[src/rtl/reciprocal_pkg.sv]
// Shared types and constants for the iterative restoring-division reciprocal unit.
package reciprocal_pkg;

    typedef enum logic [1:0] {
        IDLE,
        CALC,
        FIN,
        DONE
    } state_t;

    // Bit width of the quotient-bit counter for a given operand width.
    function automatic int unsigned cnt_width(input int unsigned width);
        return $clog2(2 * width);
    endfunction

    // All-ones 2*width-bit pattern, right-aligned in 64 bits.
    function automatic logic [63:0] sat_ones(input int unsigned width);
        return (64'd1 << (2 * width)) - 64'd1;
    endfunction

    localparam int unsigned DEF_WIDTH    = 8;
    localparam logic [63:0] DEF_SAT_ONES = sat_ones(DEF_WIDTH);

endpackage

[src/rtl/recip_step.sv]
// One combinational radix-2 restoring division step: shift partial remainder, trial-subtract divisor.
module recip_step #(
    parameter int unsigned WIDTH = 8
) (
    input  logic [WIDTH:0]   r_i,
    input  logic [WIDTH-1:0] a_i,
    output logic [WIDTH:0]   r_o,
    output logic             qbit_o
);

    logic [WIDTH+1:0] diff;

    // r_i < a_i always holds, so the borrow out of the wide subtract decides the quotient bit.
    always_comb begin
        diff   = {r_i, 1'b0} - {2'b00, a_i};
        qbit_o = ~diff[WIDTH+1];
        r_o    = qbit_o ? diff[WIDTH:0] : {r_i[WIDTH-1:0], 1'b0};
    end

endmodule

[src/rtl/reciprocal_rd.sv]
// Reciprocal 2^(2*WIDTH)/A of an unsigned fraction, one quotient bit per clock, behind a four-phase req/ack handshake.
module reciprocal_rd
    import reciprocal_pkg::*;
#(
    parameter int unsigned WIDTH = 8
) (
    input  logic               clock,
    input  logic               reset,
    input  logic               req,
    input  logic [WIDTH-1:0]   A,
    input  logic               rnd,
    output logic [2*WIDTH-1:0] P,
    output logic               ack,
    output logic               busy,
    output logic               dz,
    output logic               sat
);

    localparam int unsigned  CW       = cnt_width(WIDTH);
    localparam logic [CW-1:0] CNT_INIT = CW'(2 * WIDTH - 1);
    localparam logic [63:0]  SAT_FULL = sat_ones(WIDTH);
    localparam logic [2*WIDTH-1:0] SAT_ONES = SAT_FULL[2*WIDTH-1:0];

    state_t               state_q, state_d;
    logic [WIDTH-1:0]     a_q, a_d;
    logic                 rnd_q, rnd_d;
    logic [WIDTH:0]       r_q, r_d;
    logic [2*WIDTH-1:0]   q_q, q_d;
    logic [CW-1:0]        cnt_q, cnt_d;
    logic [2*WIDTH-1:0]   p_q, p_d;
    logic                 ack_q, ack_d;
    logic                 busy_q, busy_d;
    logic                 dz_q, dz_d;
    logic                 sat_q, sat_d;

    logic [WIDTH:0]       r_step;
    logic                 qbit;
    logic                 a_zero, a_one, round_up;

    recip_step #(.WIDTH(WIDTH)) u_step (
        .r_i    (r_q),
        .a_i    (a_q),
        .r_o    (r_step),
        .qbit_o (qbit)
    );

    assign a_zero   = (A == '0);
    assign a_one    = (A == WIDTH'(1));
    assign round_up = ({r_q, 1'b0} >= {2'b00, a_q});

    always_ff @(posedge clock or posedge reset) begin
        if (reset) begin
            state_q <= IDLE;
            a_q     <= '0;
            rnd_q   <= 1'b0;
            r_q     <= '0;
            q_q     <= '0;
            cnt_q   <= '0;
            p_q     <= '0;
            ack_q   <= 1'b0;
            busy_q  <= 1'b0;
            dz_q    <= 1'b0;
            sat_q   <= 1'b0;
        end else begin
            state_q <= state_d;
            a_q     <= a_d;
            rnd_q   <= rnd_d;
            r_q     <= r_d;
            q_q     <= q_d;
            cnt_q   <= cnt_d;
            p_q     <= p_d;
            ack_q   <= ack_d;
            busy_q  <= busy_d;
            dz_q    <= dz_d;
            sat_q   <= sat_d;
        end
    end

    always_comb begin
        state_d = state_q;
        case (state_q)
            IDLE:    if (req) state_d = (a_zero || a_one) ? DONE : CALC;
            CALC:    if (cnt_q == '0) state_d = FIN;
            FIN:     state_d = DONE;
            DONE:    if (!req) state_d = IDLE;
            default: state_d = IDLE;
        endcase
    end

    always_comb begin
        a_d    = a_q;
        rnd_d  = rnd_q;
        r_d    = r_q;
        q_d    = q_q;
        cnt_d  = cnt_q;
        p_d    = p_q;
        ack_d  = ack_q;
        busy_d = busy_q;
        dz_d   = dz_q;
        sat_d  = sat_q;
        case (state_q)
            IDLE: begin
                if (req) begin
                    a_d   = A;
                    rnd_d = rnd;
                    if (a_zero || a_one) begin
                        p_d   = SAT_ONES;
                        dz_d  = a_zero;
                        sat_d = a_one;
                        ack_d = 1'b1;
                    end else begin
                        r_d    = (WIDTH + 1)'(1);
                        q_d    = '0;
                        cnt_d  = CNT_INIT;
                        busy_d = 1'b1;
                    end
                end
            end
            CALC: begin
                r_d        = r_step;
                q_d[cnt_q] = qbit;
                if (cnt_q != '0) cnt_d = cnt_q - 1'b1;
            end
            FIN: begin
                p_d    = (rnd_q && round_up) ? q_q + 1'b1 : q_q;
                dz_d   = 1'b0;
                sat_d  = 1'b0;
                ack_d  = 1'b1;
                busy_d = 1'b0;
            end
            DONE: begin
                if (!req) ack_d = 1'b0;
            end
            default: ;
        endcase
    end

    assign P    = p_q;
    assign ack  = ack_q;
    assign busy = busy_q;
    assign dz   = dz_q;
    assign sat  = sat_q;

endmodule

[config.mk]
export PLATFORM = sky130hd
export DESIGN_NAME = reciprocal_rd
export DESIGN_NICKNAME = d
export VERILOG_FILES = /design/src/rtl/reciprocal_pkg.sv /design/src/rtl/recip_step.sv /design/src/rtl/reciprocal_rd.sv
export SDC_FILE = /design/constraint.sdc
export NUM_CORES = 1
export LEC_CHECK = 0
export ABC_AREA = 1
export CAP_MARGIN = 10
export CORE_MARGIN = 3
export CORE_UTILIZATION = 45
export CTS_CLUSTER_DIAMETER = 30
export CTS_CLUSTER_SIZE = 28
export DETAILED_ROUTE_END_ITERATION = 7
export HOLD_SLACK_MARGIN = 0.06
export PLACE_DENSITY = 0.63
export SLEW_MARGIN = 25
export SYNTH_ARGS = -nofsm -noshare
export SYNTH_HDL_FRONTEND = slang
export SYNTH_SLANG_ARGS = --single-unit
[constraint.sdc]
create_clock -name clock -period 2.5 [get_ports clock]
set_input_delay 0.75 -clock clock [delete_from_list [all_inputs] [get_ports clock]]
set_output_delay 0.75 -clock clock [all_outputs]
set_load 0.005 [all_outputs]
==> impl_metrics.py, run 1 <==
metrics = {
    "synthesis": {
        "yosys_warnings": 0,
        "synthAdderAreaFrac": 0.0599,
        "muxShareOfSynthArea": 0.00275,
        "synth_compound_area_frac": 0.0886,
        "synthXorXnorAreaFrac": 0.0214,
        "synthesis.nets": 622,
        "synth_cells": 591,
        "synth_seq_cells": 60,
        "ys.flop_type": "dfrtp_1",
        "syn_area_per_cell_sq_um": 6.93,
        "ys_seq_area_frac": 0.367,
        "synth_top_area_frac": 0.367,
        "synthSimpleGateAreaFrac": 0.355,
        "synth-edff-count": 0,
        "netlist_area_sq_um": 4090,
        "async_flop_share": 1.00,
        "synth_top_family_by_area": "simple AND/OR/NAND/NOR gates",
        "synth_area_leaders": "dfrtp_1, nand2_1, nand3_1",
        "yosysTopAreaCell": "dfrtp_1",
        "ys_types": 33,
    },
    "die": {
        "core_sq_um": 8760,
        "die_area_sq_um": 10300,
        "num_io_pins": 32,
        "die_w_um": 101,
        "die_h_um": 101,
        "rows": 34,
        "start_util": 0.467,
    },
    "detailed_routing": {
        "vias": 3741,
        "first_pass_iters": 6,
        "drt-initial-drc-count": 169,
        "routedWlPerCell_um": 13.0,
        "viasPerCell": 5.07,
        "drt-total-wl_um": 9560,
        "drc_errors": 0,
        "drtAntennaViolNets": 0,
    },
    "clock_tree": {
        "cts_tree": "done",
        "cts_resized": 0,
        "cts.path.max_buffers": 2,
        "clkTransAtPathRegs_ns": 0.07,
        "cts_sinks": 60,
        "root_buffer": "clkbuf_8",
        "cts_buffers": 9,
        "cts_setup_buffers": 0,
        "cts_hold_buf": 0,
        "clkLatencyLatePin_ns": 0.33,
        "htree_levels": 3,
    },
    "sta": {
        "hold_violations": 0,
        "clock.fmax_mhz": 476,
        "finalMaxSlewViolations": 0,
        "setup_tns_ns": 0,
        "fin_skew_ns": 0.00463,
        "fin_crit_sh": 0.840,
        "setup_viol": 0,
        "relSlewSlack": 0.554,
        "fin_crit_ns": 2.10,
        "worstMarginPinSlew_ns": 0.669,
        "rsz0062_at_grt": "no",
    },
    "critical_path": {
        "worst_setup_path_end_kind": "flop",
        "cp.arrival_ns": 2.38,
        "worstSetupPathType": "reg -> reg",
        "path_max_fanout": 18,
        "cp-start-kind": "flop",
        "required_ns": 2.78,
    },
    "power_and_ir_drop": {
        "p_sw_frac": 0.479,
        "pwr-share-clk": 0.134,
        "power_frac_comb": 0.583,
        "switchingPower_mw": 2.90,
        "p_int_mw": 3.16,
        "seqPwrFrac": 0.283,
        "cellLeakagePower_nw": 2.39,
        "vdd_drop_max_mv": 0.740,
        "p_per_area_nw_per_um2": 1290,
    },
    "grt": {
        "grt_max_degree": 61,
        "grt_pass1_vias": 3454,
        "antenna_found_initial": 0,
        "grt_pass1_wl_um": 16600,
        "grtUsageTotal": 0.203,
        "grt_overflow": 0,
    },
    "run_status": {
        "status": "completed",
    },
    "finish": {
        "drive_above_1_share": 0.0873,
        "area_growth_pct": 15.0,
        "most-common-layout-cells": "nand2_1, inv_1, nand3_1",
        "antennaDiodeCount": 0,
        "layout.nets": 656,
        "layoutNonFillerInstCount": 738,
        "layout_commonest_cell": "nand2_1",
    },
    "placement": {
        "gp_congestion": 0.820,
        "dp.cells": 722,
        "dp_hpwl_um": 7310,
        "port_buffers": 31,
    },
    "min_path": {
        "hold_path_class": "reg -> reg",
    },
    "flow_run": {
        "maxCapViolations": 0,
    },
}
-- cell usage after synthesis, types with 2 or more instances --
cell,n
buf_6,4
ha_1,18
dfrtp_1,60
nand3_1,75
o21ai_0,35
a21oi_1,6
nor2_2,2
xor2_1,4
inv_2,3
nand4_1,10
xnor2_1,6
nor2_1,36
clkbuf_1,5
inv_1,82
nand2_2,6
nand2_1,200
o21ai_1,3
nand3_2,3
a21oi_2,2
o21ai_2,11
buf_2,8
-- path summary, 6_finish.rpt --
kind / start / endpoint / slack, ns / depth (start not counted)
max in group asynchronous: reset / q_q[4]$_DFFE_PP0P_ / 1.41 / 3
setup reg to reg: a_q[1]$_DFFE_PP0P_ / P[0]$_DFFE_PP0P_ / 0.40 / 12
setup / recovery: a_q[1]$_DFFE_PP0P_ / P[0]$_DFFE_PP0P_ / 0.40 / 12
hold / removal: P[2]$_DFFE_PP0P_ / P[2]$_DFFE_PP0P_ / 0.48 / 2
min in group asynchronous: reset / r_q[6]$_DFFE_PP0P_ / 0.80 / 3
hold reg to reg: P[2]$_DFFE_PP0P_ / P[2]$_DFFE_PP0P_ / 0.48 / 2
-- final cells by class --
| class | count | area (sq um) |
|---|---|---|
| clock buffers | 15 | 176 |
| clock inverters | 1 | 5.00 |
| fillers | 883 | 4050 |
| inverters | 85 | 319 |
| multi-input cells | 428 | 2160 |
| flip-flops and latches | 60 | 1500 |
| well taps | 108 | 135 |
| repair buffers | 41 | 410 |
-- flip-flops by register name, indices dropped and copies added, names as in the netlist --
register	flops
rnd_q	1
dz	1
ack	1
sat	1
state_q	2
a_q	8
r_q	9
P	16
cnt_q	4
q_q	16
busy	1
-- per-layer routing --
layer / share of wire / vias to the layer above / track usage
met5: 0 / - / 0
met4: 0.011 / 0 / 0.0644
met3: 0.035 / 11 / 0.0337
met2: 0.45 / 62 / 0.306
met1: 0.51 / 1729 / 0.297
li1: - / 1939 / -
-- cell families (layout without fill, tap and decap cells) --
| kind of cell | after synthesis | count (layout) |
|---|---|---|
| compound gates | 61 | 61 |
| xor+xnor | 10 | 10 |
| buf+inv | 103 | 142 |
| mux | 1 | 1 |
| fa+ha+maj | 19 | 19 |
| flops | 60 | 60 |
| simple gates | 337 | 337 |
-- metrics by stage --
stage                     area (sq um)  power (mW)  hold WS, ns  worst slack [ns]   util
after floorplan                   4090        4.27        0.453             0.265      -
after global placement            4530        5.22        0.465             0.215  0.517
after detailed placement          4530        5.28        0.464             0.189  0.517
after CTS                         4710        6.12        0.483             0.376  0.537
after global routing              4710        6.73        0.496             0.199  0.537
final                             4710        6.06        0.476             0.400  0.537
-- power groups by stage --
stage          registers, mW  clock network (mW)  logic [mW]
6_report                1.72               0.810        3.54
5_1_grt                 1.77               0.881        4.08
4_1_cts                 1.71               0.841        3.57
3_5_place_dp            1.73                   0        3.55
3_3_place_gp            1.71                   0        3.50
2_1_floorplan           1.59                   0        2.68
-- worst max-delay path, stage by stage (launching register included) --
cell,delay [ns]
dfrtp_1,0.40
inv_1,0.06
ha_1,0.33
ha_1,0.20
nand2_1,0.05
nor2_1,0.06
a21oi_2,0.18
nand3_4,0.22
nand2_4,0.23
nand2_1,0.07
nand3_1,0.10
o21ai_0,0.09
inv_1,0.06
No activity file was read; power rests on OpenSTA's default activity.
==> run 2, diff against run 1 <==
--- a/config.mk
+++ b/config.mk
@@ -13,7 +13,7 @@
 export CTS_CLUSTER_SIZE = 28
 export DETAILED_ROUTE_END_ITERATION = 7
 export HOLD_SLACK_MARGIN = 0.06
-export PLACE_DENSITY = 0.63
+export PLACE_DENSITY = 0.66
 export SLEW_MARGIN = 25
 export SYNTH_ARGS = -nofsm -noshare
 export SYNTH_HDL_FRONTEND = slang
==> constraint.sdc (replaced) <==
create_clock -name clock -period 1.75 [get_ports clock]
set_input_delay 0.525 -clock clock [delete_from_list [all_inputs] [get_ports clock]]
set_output_delay 0.525 -clock clock [all_outputs]
set_load 0.005 [all_outputs]
==> run 2 against run 1 <==
Against the previous run:
- clock skew up 0.0047 ns
- highest routed layer unchanged
- largest power group unchanged
- final cell count up 11%
- the run now ends with setup timing left
- clock-buffer cell count down 2
- global-route usage up 2.1 points
- non-clock buffer count up 81
- via count up 11%
- fmax up 10%
==> impl_metrics.py, run 2 (synthesis results as in run 1) <==
metrics = {
    "run_status": {
        "status": "complete, but fails checks",
        "violations": "setup timing",
    },
    "critical_path": {
        "cp_slowest_cell": "dfrtp_1",
        "cp-start-kind": "flop",
        "path_cells": "buf_6, fa_2, inv_2, nand3_2, nand2_2, nand2_2, nand3_4, nand2_4, nand2_1, nand3_1, o21ai_0, inv_1",
        "path_common_cell": "nand2_2",
        "r2r_slack_ns": -0.16,
        "path_buf_inv": 3,
        "path_delay_family": "simple AND/OR/NAND/NOR gates",
        "rr_worst_depth": 12,
        "path_max_fanout": 15,
        "reg2reg_from": "a_q[1]$_DFFE_PP0P_",
        "cp.arrival_ns": 2.14,
        "worstSetupPathType": "reg -> reg",
        "required_ns": 1.98,
        "reg2reg_to": "P[0]$_DFFE_PP0P_",
        "cpPeakStageDelay_ns": 0.42,
        "worst_setup_path_end_kind": "flop",
    },
    "clock_tree": {
        "clkTransAtPathRegs_ns": 0.07,
        "clkLatencyLatePin_ns": 0.34,
        "cts_sinks": 60,
        "cts.path.max_buffers": 2,
        "root_buffer": "clkbuf_8",
        "htree_levels": 3,
        "cts_buffers": 9,
        "cts_tree": "done",
    },
    "placement": {
        "port_buffers": 31,
        "place_area_sq_um": 5020,
        "gp_congestion": 0.889,
        "post-place-ws_ns": -0.374,
        "dp_hpwl_um": 7790,
    },
    "power_and_ir_drop": {
        "vdd_drop_max_mv": 1.05,
        "cellLeakagePower_nw": 2.97,
        "total_power_mw": 11.8,
        "p_per_area_nw_per_um2": 2040,
    },
    "sta": {
        "worstMarginPinSlew_ns": 0.470,
        "rsz0062_at_grt": "yes",
        "finalMaxSlewViolations": 0,
        "setup_viol": 36,
        "setup_tns_ns": -3.08,
        "fin_skew_ns": 0.00938,
        "setup_slack_ns": -0.158,
        "fin_crit_sh": 1.09,
        "clock.fmax_mhz": 524,
        "hold_violations": 0,
        "relSlewSlack": 0.687,
        "fin_crit_ns": 1.91,
    },
    "flow_run": {
        "maxCapViolations": 0,
    },
    "die": {
        "die_h_um": 101,
        "die_area_sq_um": 10300,
        "rows": 34,
        "num_io_pins": 32,
        "die_w_um": 101,
        "core_sq_um": 8760,
        "start_util": 0.467,
    },
    "detailed_routing": {
        "routedWlPerCell_um": 13.8,
        "first_pass_iters": 6,
        "vias": 4141,
        "drt-initial-drc-count": 179,
        "drt-total-wl_um": 11300,
        "viasPerCell": 5.06,
        "drc_errors": 0,
        "drtAntennaViolNets": 0,
    },
    "grt": {
        "grt_pass1_vias": 3884,
        "antenna_found_initial": 0,
        "grt_overflow": 0,
        "grtUsageTotal": 0.224,
        "grt_max_degree": 61,
        "grt_pass1_wl_um": 18500,
    },
    "finish": {
        "post-route-util": 0.661,
        "drive_above_1_share": 0.293,
        "antennaDiodeCount": 0,
        "area_growth_pct": 41.4,
        "final_area_sq_um": 5790,
        "layout_commonest_cell": "nand2_1",
        "most-common-layout-cells": "nand2_1, buf_4, inv_1",
        "layout.nets": 737,
    },
    "min_path": {
        "worstHoldStart": "P[14]$_DFFE_PP0P_",
        "min_path_cells": 2,
        "whs_endpoint": "P[14]$_DFFE_PP0P_",
        "hold_path_class": "reg -> reg",
    },
}
run 2: worst register-to-register path, cell delays in order (launching register included):
cell and delay, ns:
dfrtp_1 0.42, buf_6 0.14, fa_2 0.37, inv_2 0.08, nand3_2 0.07, nand2_2 0.09
nand2_2 0.07, nand3_4 0.11, nand2_4 0.13, nand2_1 0.11, nand3_1 0.06, o21ai_0 0.09
inv_1 0.06
run 2: area by class of cell:
class / count / area, sq um
sequential: 60 / 1500
clock inverter: 2 / 10.0
timing repair buffer: 122 / 1140
fill: 737 / 2970
tap: 108 / 135
inverter: 85 / 328
clock buffer: 13 / 159
multi-input combinational: 428 / 2520
run 2: report_power, final:
group / switching, mW / leakage [nW] / internal, mW
clock network: 0.541 / 0.0893 / 0.580
registers: 0.455 / 0.749 / 1.93
logic: 4.40 / 2.13 / 3.88
total: 5.40 / 2.97 / 6.39
run 2: metal layers:
| metal | GRT usage | vias up | wire [um] |
|---|---|---|---|
| met1 | 0.304 | 1928 | 5210 |
| met3 | 0.0455 | 23 | 434 |
| met5 | 0 | - | 0 |
| met4 | 0.0644 | 0 | 267 |
| met2 | 0.363 | 88 | 5400 |
| li1 | - | 2102 | - |
run 2: through the flow:
step                      hold WS [ns]  cells
after floorplan                  0.453    591
after global placement           0.464    778
after detailed placement         0.465    778
after CTS                        0.482    807
after global routing             0.500    818
final                            0.475    818
run 2: worst max-delay path by stage:
stage	start	endpoint	slack, ns	cells after the start
after floorplan	a_q[0]$_DFFE_PP0P_	P[4]$_DFFE_PP0P_	0.01	12
after global placement	A[5]	cnt_q[3]$_DFFE_PP0P_	-0.31	10
after detailed placement	A[5]	cnt_q[3]$_DFFE_PP0P_	-0.37	10
after CTS	a_q[1]$_DFFE_PP0P_	P[13]$_DFFE_PP0P_	-0.14	12
after global routing	a_q[1]$_DFFE_PP0P_	P[0]$_DFFE_PP0P_	-0.27	12
final	a_q[1]$_DFFE_PP0P_	P[0]$_DFFE_PP0P_	-0.16	12
run 2: timing repair:
action	in CTS	in global routing
resized for setup	53	70
pin swaps	18	43
hold buffers	0	0
endpoints found under the hold margin	0	0
gates cloned	1	0
endpoints found under the setup margin	49	63
setup buffers	14	11
